<file path="src/rtl/uart_tx_ctrl.sv">
// UART transmit frame sequencer: walks START, DATA (LSB first), optional PARITY and STOP,
// driving the downstream field-select mux, the serial data bit and the frame parity bit.
module uart_tx_ctrl #(
    parameter int DATA_WIDTH = 8
) (
    input  logic                  clk,
    input  logic                  rst,
    input  logic [DATA_WIDTH-1:0] p_data,
    input  logic                  data_valid,
    input  logic                  par_en,
    input  logic                  par_typ,
    output logic [2:0]            mux_sel,
    output logic                  ser_data,
    output logic                  par_bit,
    output logic                  busy
);

    localparam int CNT_W = $clog2(DATA_WIDTH) + 1;

    typedef enum logic [2:0] {
        IDLE   = 3'd0,
        START  = 3'd1,
        DATA   = 3'd2,
        PARITY = 3'd3,
        STOP   = 3'd4
    } state_e;

    state_e                state_q, state_d;
    logic [DATA_WIDTH-1:0] shift_q, shift_d;
    logic [CNT_W-1:0]      cnt_q, cnt_d;
    logic                  par_en_q, par_en_d;
    logic                  ser_data_q, ser_data_d;
    logic                  par_bit_q, par_bit_d;
    logic                  accept_s;
    logic                  last_bit_s;

    // par_typ=0 gives even parity (XOR-reduce), par_typ=1 gives odd parity (XNOR-reduce)
    function automatic logic calc_parity(input logic [DATA_WIDTH-1:0] d, input logic odd);
        return odd ? ~(^d) : (^d);
    endfunction

    assign accept_s   = (state_q == IDLE) && data_valid;
    assign last_bit_s = (cnt_q == CNT_W'(DATA_WIDTH - 1));

    // State register
    always_ff @(posedge clk or negedge rst) begin
        if (!rst) begin
            state_q <= IDLE;
        end else begin
            state_q <= state_d;
        end
    end

    // Next-state logic; any unused encoding falls back to IDLE
    always_comb begin
        state_d = IDLE;
        case (state_q)
            IDLE:    state_d = accept_s ? START : IDLE;
            START:   state_d = DATA;
            DATA: begin
                if (last_bit_s) begin
                    state_d = par_en_q ? PARITY : STOP;
                end else begin
                    state_d = DATA;
                end
            end
            PARITY:  state_d = STOP;
            STOP:    state_d = IDLE;
            default: state_d = IDLE;
        endcase
    end

    // Output decode from registered state only
    always_comb begin
        mux_sel = 3'b001;
        busy    = 1'b1;
        case (state_q)
            IDLE: begin
                mux_sel = 3'b001;
                busy    = 1'b0;
            end
            START:   mux_sel = 3'b000;
            DATA:    mux_sel = 3'b010;
            PARITY:  mux_sel = 3'b011;
            STOP:    mux_sel = 3'b100;
            default: begin
                mux_sel = 3'b001;
                busy    = 1'b0;
            end
        endcase
    end

    // Datapath next values: the odd/even choice is folded into par_bit at acceptance,
    // so only par_en needs its own latch to steer the frame after DATA
    always_comb begin
        shift_d    = shift_q;
        par_en_d   = par_en_q;
        ser_data_d = ser_data_q;
        par_bit_d  = par_bit_q;
        cnt_d      = cnt_q;
        if (accept_s) begin
            shift_d   = p_data;
            par_en_d  = par_en;
            par_bit_d = calc_parity(p_data, par_typ);
        end else if (state_d == DATA) begin
            // load bit k on the edge that opens DATA cycle k, so ser_data is registered
            ser_data_d = shift_q[0];
            shift_d    = shift_q >> 1;
        end else begin
            shift_d = shift_q;
        end
        if (state_q == START) begin
            cnt_d = '0;
        end else if (state_q == DATA) begin
            cnt_d = cnt_q + CNT_W'(1);
        end else begin
            cnt_d = cnt_q;
        end
    end

    // Datapath registers
    always_ff @(posedge clk or negedge rst) begin
        if (!rst) begin
            shift_q    <= '0;
            cnt_q      <= '0;
            par_en_q   <= 1'b0;
            ser_data_q <= 1'b0;
            par_bit_q  <= 1'b0;
        end else begin
            shift_q    <= shift_d;
            cnt_q      <= cnt_d;
            par_en_q   <= par_en_d;
            ser_data_q <= ser_data_d;
            par_bit_q  <= par_bit_d;
        end
    end

    assign ser_data = ser_data_q;
    assign par_bit  = par_bit_q;

endmodule

</file>
<file path="config.mk">
export PLATFORM = sky130hd
export DESIGN_NAME = uart_tx_ctrl
export DESIGN_NICKNAME = d
export VERILOG_FILES = /design/src/rtl/uart_tx_ctrl.sv
export SDC_FILE = /design/constraint.sdc
export NUM_CORES = 1
export LEC_CHECK = 0
export CAP_MARGIN = 20
export CORE_ASPECT_RATIO = 0.5
export CORE_MARGIN = 2
export CORE_UTILIZATION = 45
export DETAILED_ROUTE_END_ITERATION = 8
export PLACE_DENSITY_LB_ADDON = 0.2
export RECOVER_POWER = 25
export SLEW_MARGIN = 20
export SYNTH_ARGS = -nofsm -noshare
export SYNTH_HDL_FRONTEND = slang
export SYNTH_SLANG_ARGS = --single-unit
</file>
<file path="constraint.sdc">
create_clock -name clk -period 2.1 [get_ports clk]
set_input_delay 0.315 -clock clk [delete_from_list [all_inputs] [get_ports clk]]
set_output_delay 0.315 -clock clk [all_outputs]
set_load 0.01 [all_outputs]
</file>
==> summary.md <==
* **count of nets left with antenna violations after detail routing** 0
* **post-CTS sizing** 0
* **fraction of power consumed by sequential logic** 33.7%
* **largest fanout on the critical path** 11
* **Core ar.** 2570 µm²
* **num rows** 13
* **TritonCTS buffer count** 3
* **source of the worst register-to-register timing path** state_q[2]
* **switching fraction of total power** 40.4%
* **pin count of the biggest net entering global routing** 24
* **worst min path class** reg -> reg
* **Leak Pwr** 0.000603 µW
* **post-synthesis cell area** 1210 µm²
* **number of vias after detailed routing** 1,067
* **vias in the first global route** 885
* **Avg Synthesized Cell Area** 8.91 µm²
* **clock tree from TritonCTS** built
* **setup tns final** 0 ns
* **final max-slew violation count** 0
* **final global-route overflow total** 0
* **number of enable flip-flop cells after synthesis** 0
* **WL/cell** 13.4 µm
* **number of clock sinks** 18
* **leading post-synthesis cells by cell area** dfrtp_1 37%, o21ai_0 9.5%, mux2_2 6.5%
* **Setup Buffers After CTS** 0
* **worst slew margin relative to its limit** 34.4%
* **number of hold buffers added after cts** 0
* **routability cong.** 0.813
* **floorplan die area** 3150 µm²
* **Die W** 77.4 µm
* **share of final-layout standard cells stronger than drive strength 1** 11.7%
* **top-area cell type share of the netlist area** 37.2%
* **worst clock skew** 0.00188 ns
* **count leader, synth** o21ai_0
* **via/cell ratio** 5.59
* **internal reg-to-reg setup slack** 0.39 ns
* **fraction of the yosys area taken by sequential cells** 37.2%
* **kind of start point of the critical path** register
* **worst path required time** 1.78 ns
* **total placed cells including tap cells** 188
* **total global-route track usage** 18.5%
* **end of the worst register-to-register path** par_bit
* **first drt pass iteration count** 4
* **Max Root-Sink Buffers** 2
* **clock root buffer** clkbuf_8
* **count of nets after finishing** 170
* **Pwr per Cell Area** 1370 nW/µm²
* **critical path capture point type** output port
* **initial antenna violation count** 0
* **remaining routing DRC violations** 0
* **Total Routed Length** 2.56 mm
* **maximum vdd drop** 0.000513 V
* **arrival time of data at the critical path endpoint** 1.65 ns
* **post-layout min period** 1.96 ns
* **number of violations of the max-capacitance limit** 0
* **number of H-tree levels** 1
* **hold path endpoint** ser_data
* **Filler Cell Count** 244
* **Clock power frac** 11.8%
* **combinational group share of total power** 54.5%
* **number of cells in the finished layout apart from fillers** 191
* **most instantiated cells after synthesis** 23 x o21ai_0, 18 x dfrtp_1, 9 x and2_1
* **run status** finished clean
* **ports placed on the boundary** 19
* **number of cells on the worst hold path** 1
* **cell type with the highest aggregate area in the netlist** dfrtp_1
* **Starting DRT DRC Count** 53
* **half-perimeter wire length after placement** 1.88 mm
* **primary flip-flop cell chosen by synthesis mapping** dfrtp_1
* **source of the worst hold timing path** ser_data
* **endpoints failing setup** 0
* **yosys synthesis warning count** 0
* **clk_lat worst skew** 0.25 ns
* **area delta synth->final** 22.0%
* **number of instances in the synthesized netlist** 136
* **setup repair after global routing missed its margin** false
* **Critical Setup Path Class** reg -> out
* **number of hold violations in the final report** 0
* **Yosys cell types** 34
* **height of the die** 40.7 µm
* **depth of the worst register-to-register path** 4
* **internal cell power** 1200 µW
* **clk slew on worst S/H paths** 0.07 ns
* **number of buffers added on ports** 18
* **Synth Register Bits** 18
* **Achievable Freq** 509 MHz
* **number of nets in the synthesized netlist** 150
* **final period utilization** 93.5%
* **net switching power of the design** 815 µW
* **initial core utilization** 47.1%
* **final antenna diode count** 0
* **wire length of the first global-routing pass** 4.31 mm
* **transition time at the pin with the least slew margin** 0.984 ns
* **FFs w/ async S/R, synth** 100%
worst max-delay path by stage:
stage | depth (start not counted) | end | slack, ns | startpoint
finish | 3 | mux_sel[1] | 0.14 | state_q[2]
detailed placement | 5 | par_bit | 0.20 | p_data[2]
global placement | 5 | par_bit | 0.24 | p_data[3]
floorplan | 5 | shift_q[0] | 0.61 | cnt_q[0]
global route | 3 | mux_sel[1] | 0.06 | state_q[2]
CTS | 3 | mux_sel[1] | 0.12 | state_q[2]
cell families after synthesis:
logic type / after synthesis / share of synthesized area, %
flops: 18 / 37.2
compound gates: 37 / 16.5
fa+ha+maj: 1 / 1.03
mux: 8 / 7.75
buf+inv: 12 / 4.44
xor+xnor: 8 / 6.92
simple gates: 52 / 26.1
worst max-delay path: stages (launching register included):
cell and delay [ns]:
dfrtp_1 0.50, nand2b_1 0.26, inv_1 0.10, clkdlybuf4s50_1 0.54
through the flow:
step / setup WS [ns] / cell area, µm² / util (%) / power [µW] / hold WS (ns)
after floorplan: 0.612 / 1210 / - / 1430 / 0.0194
after global placement: 0.245 / 1440 / 56.0 / 1760 / 0.492
after detailed placement: 0.203 / 1440 / 56.0 / 1790 / 0.493
after CTS: 0.122 / 1480 / 57.6 / 2030 / 0.391
after global routing: 0.0591 / 1480 / 57.5 / 2200 / 0.549
final: 0.136 / 1480 / 57.5 / 2020 / 0.506
flip-flops by register name, indices dropped and copies added, names as in the netlist:
| signal | count |
|---|---|
| shift_q | 8 |
| cnt_q | 4 |
| state_q | 3 |
| par_bit | 1 |
| par_en_q | 1 |
| ser_data | 1 |
routing by layer:
layer,up-vias,part of all wire (%),GRT usage [%]
li1,533,-,-
met1,508,48,25.7
met2,24,46,29.1
met3,2,5.3,5.29
met4,0,0.39,4.02
met5,-,0,0
cell usage in the layout, fill, tap and decap left out, drive strengths merged:
master	instances
nand2b	2
a41oi	1
nand4	8
clkbuf	4
nor2b	1
o21bai	1
dfrtp	18
xnor3	1
buf	5
ha	1
and2	9
nor4	1
xor2	1
xnor2	6
nand3b	1
o41ai	1
nor2	7
a21oi	7
o21a	1
and4bb	1
nor4b	1
nand3	8
inv	3
nor3b	7
a22oi	1
and3	1
dlygate4sd3	1
clkdlybuf4s50	17
o21ai	25
nand2	5
mux2	8
area by class of cell:
type	instances	area, µm²	share of cell area [%]
repair buffers	24	221	15.0
well taps	37	46.3	3.13
flip-flops and latches	18	450	30.5
inverters	3	11.3	0.762
clock buffers	3	41.3	2.79
multi-input cells	106	707	47.8
power groups by stage:
| stage | sequential, µW | clock, µW | combinational, µW |
|---|---|---|---|
| 2_1_floorplan | 623 | 0 | 810 |
| 5_1_grt | 707 | 261 | 1230 |
| 3_5_place_dp | 680 | 0 | 1110 |
| 4_1_cts | 675 | 247 | 1110 |
| 6_report | 680 | 238 | 1100 |
| 3_3_place_gp | 673 | 0 | 1080 |
(Power assumes the default switching activity.)
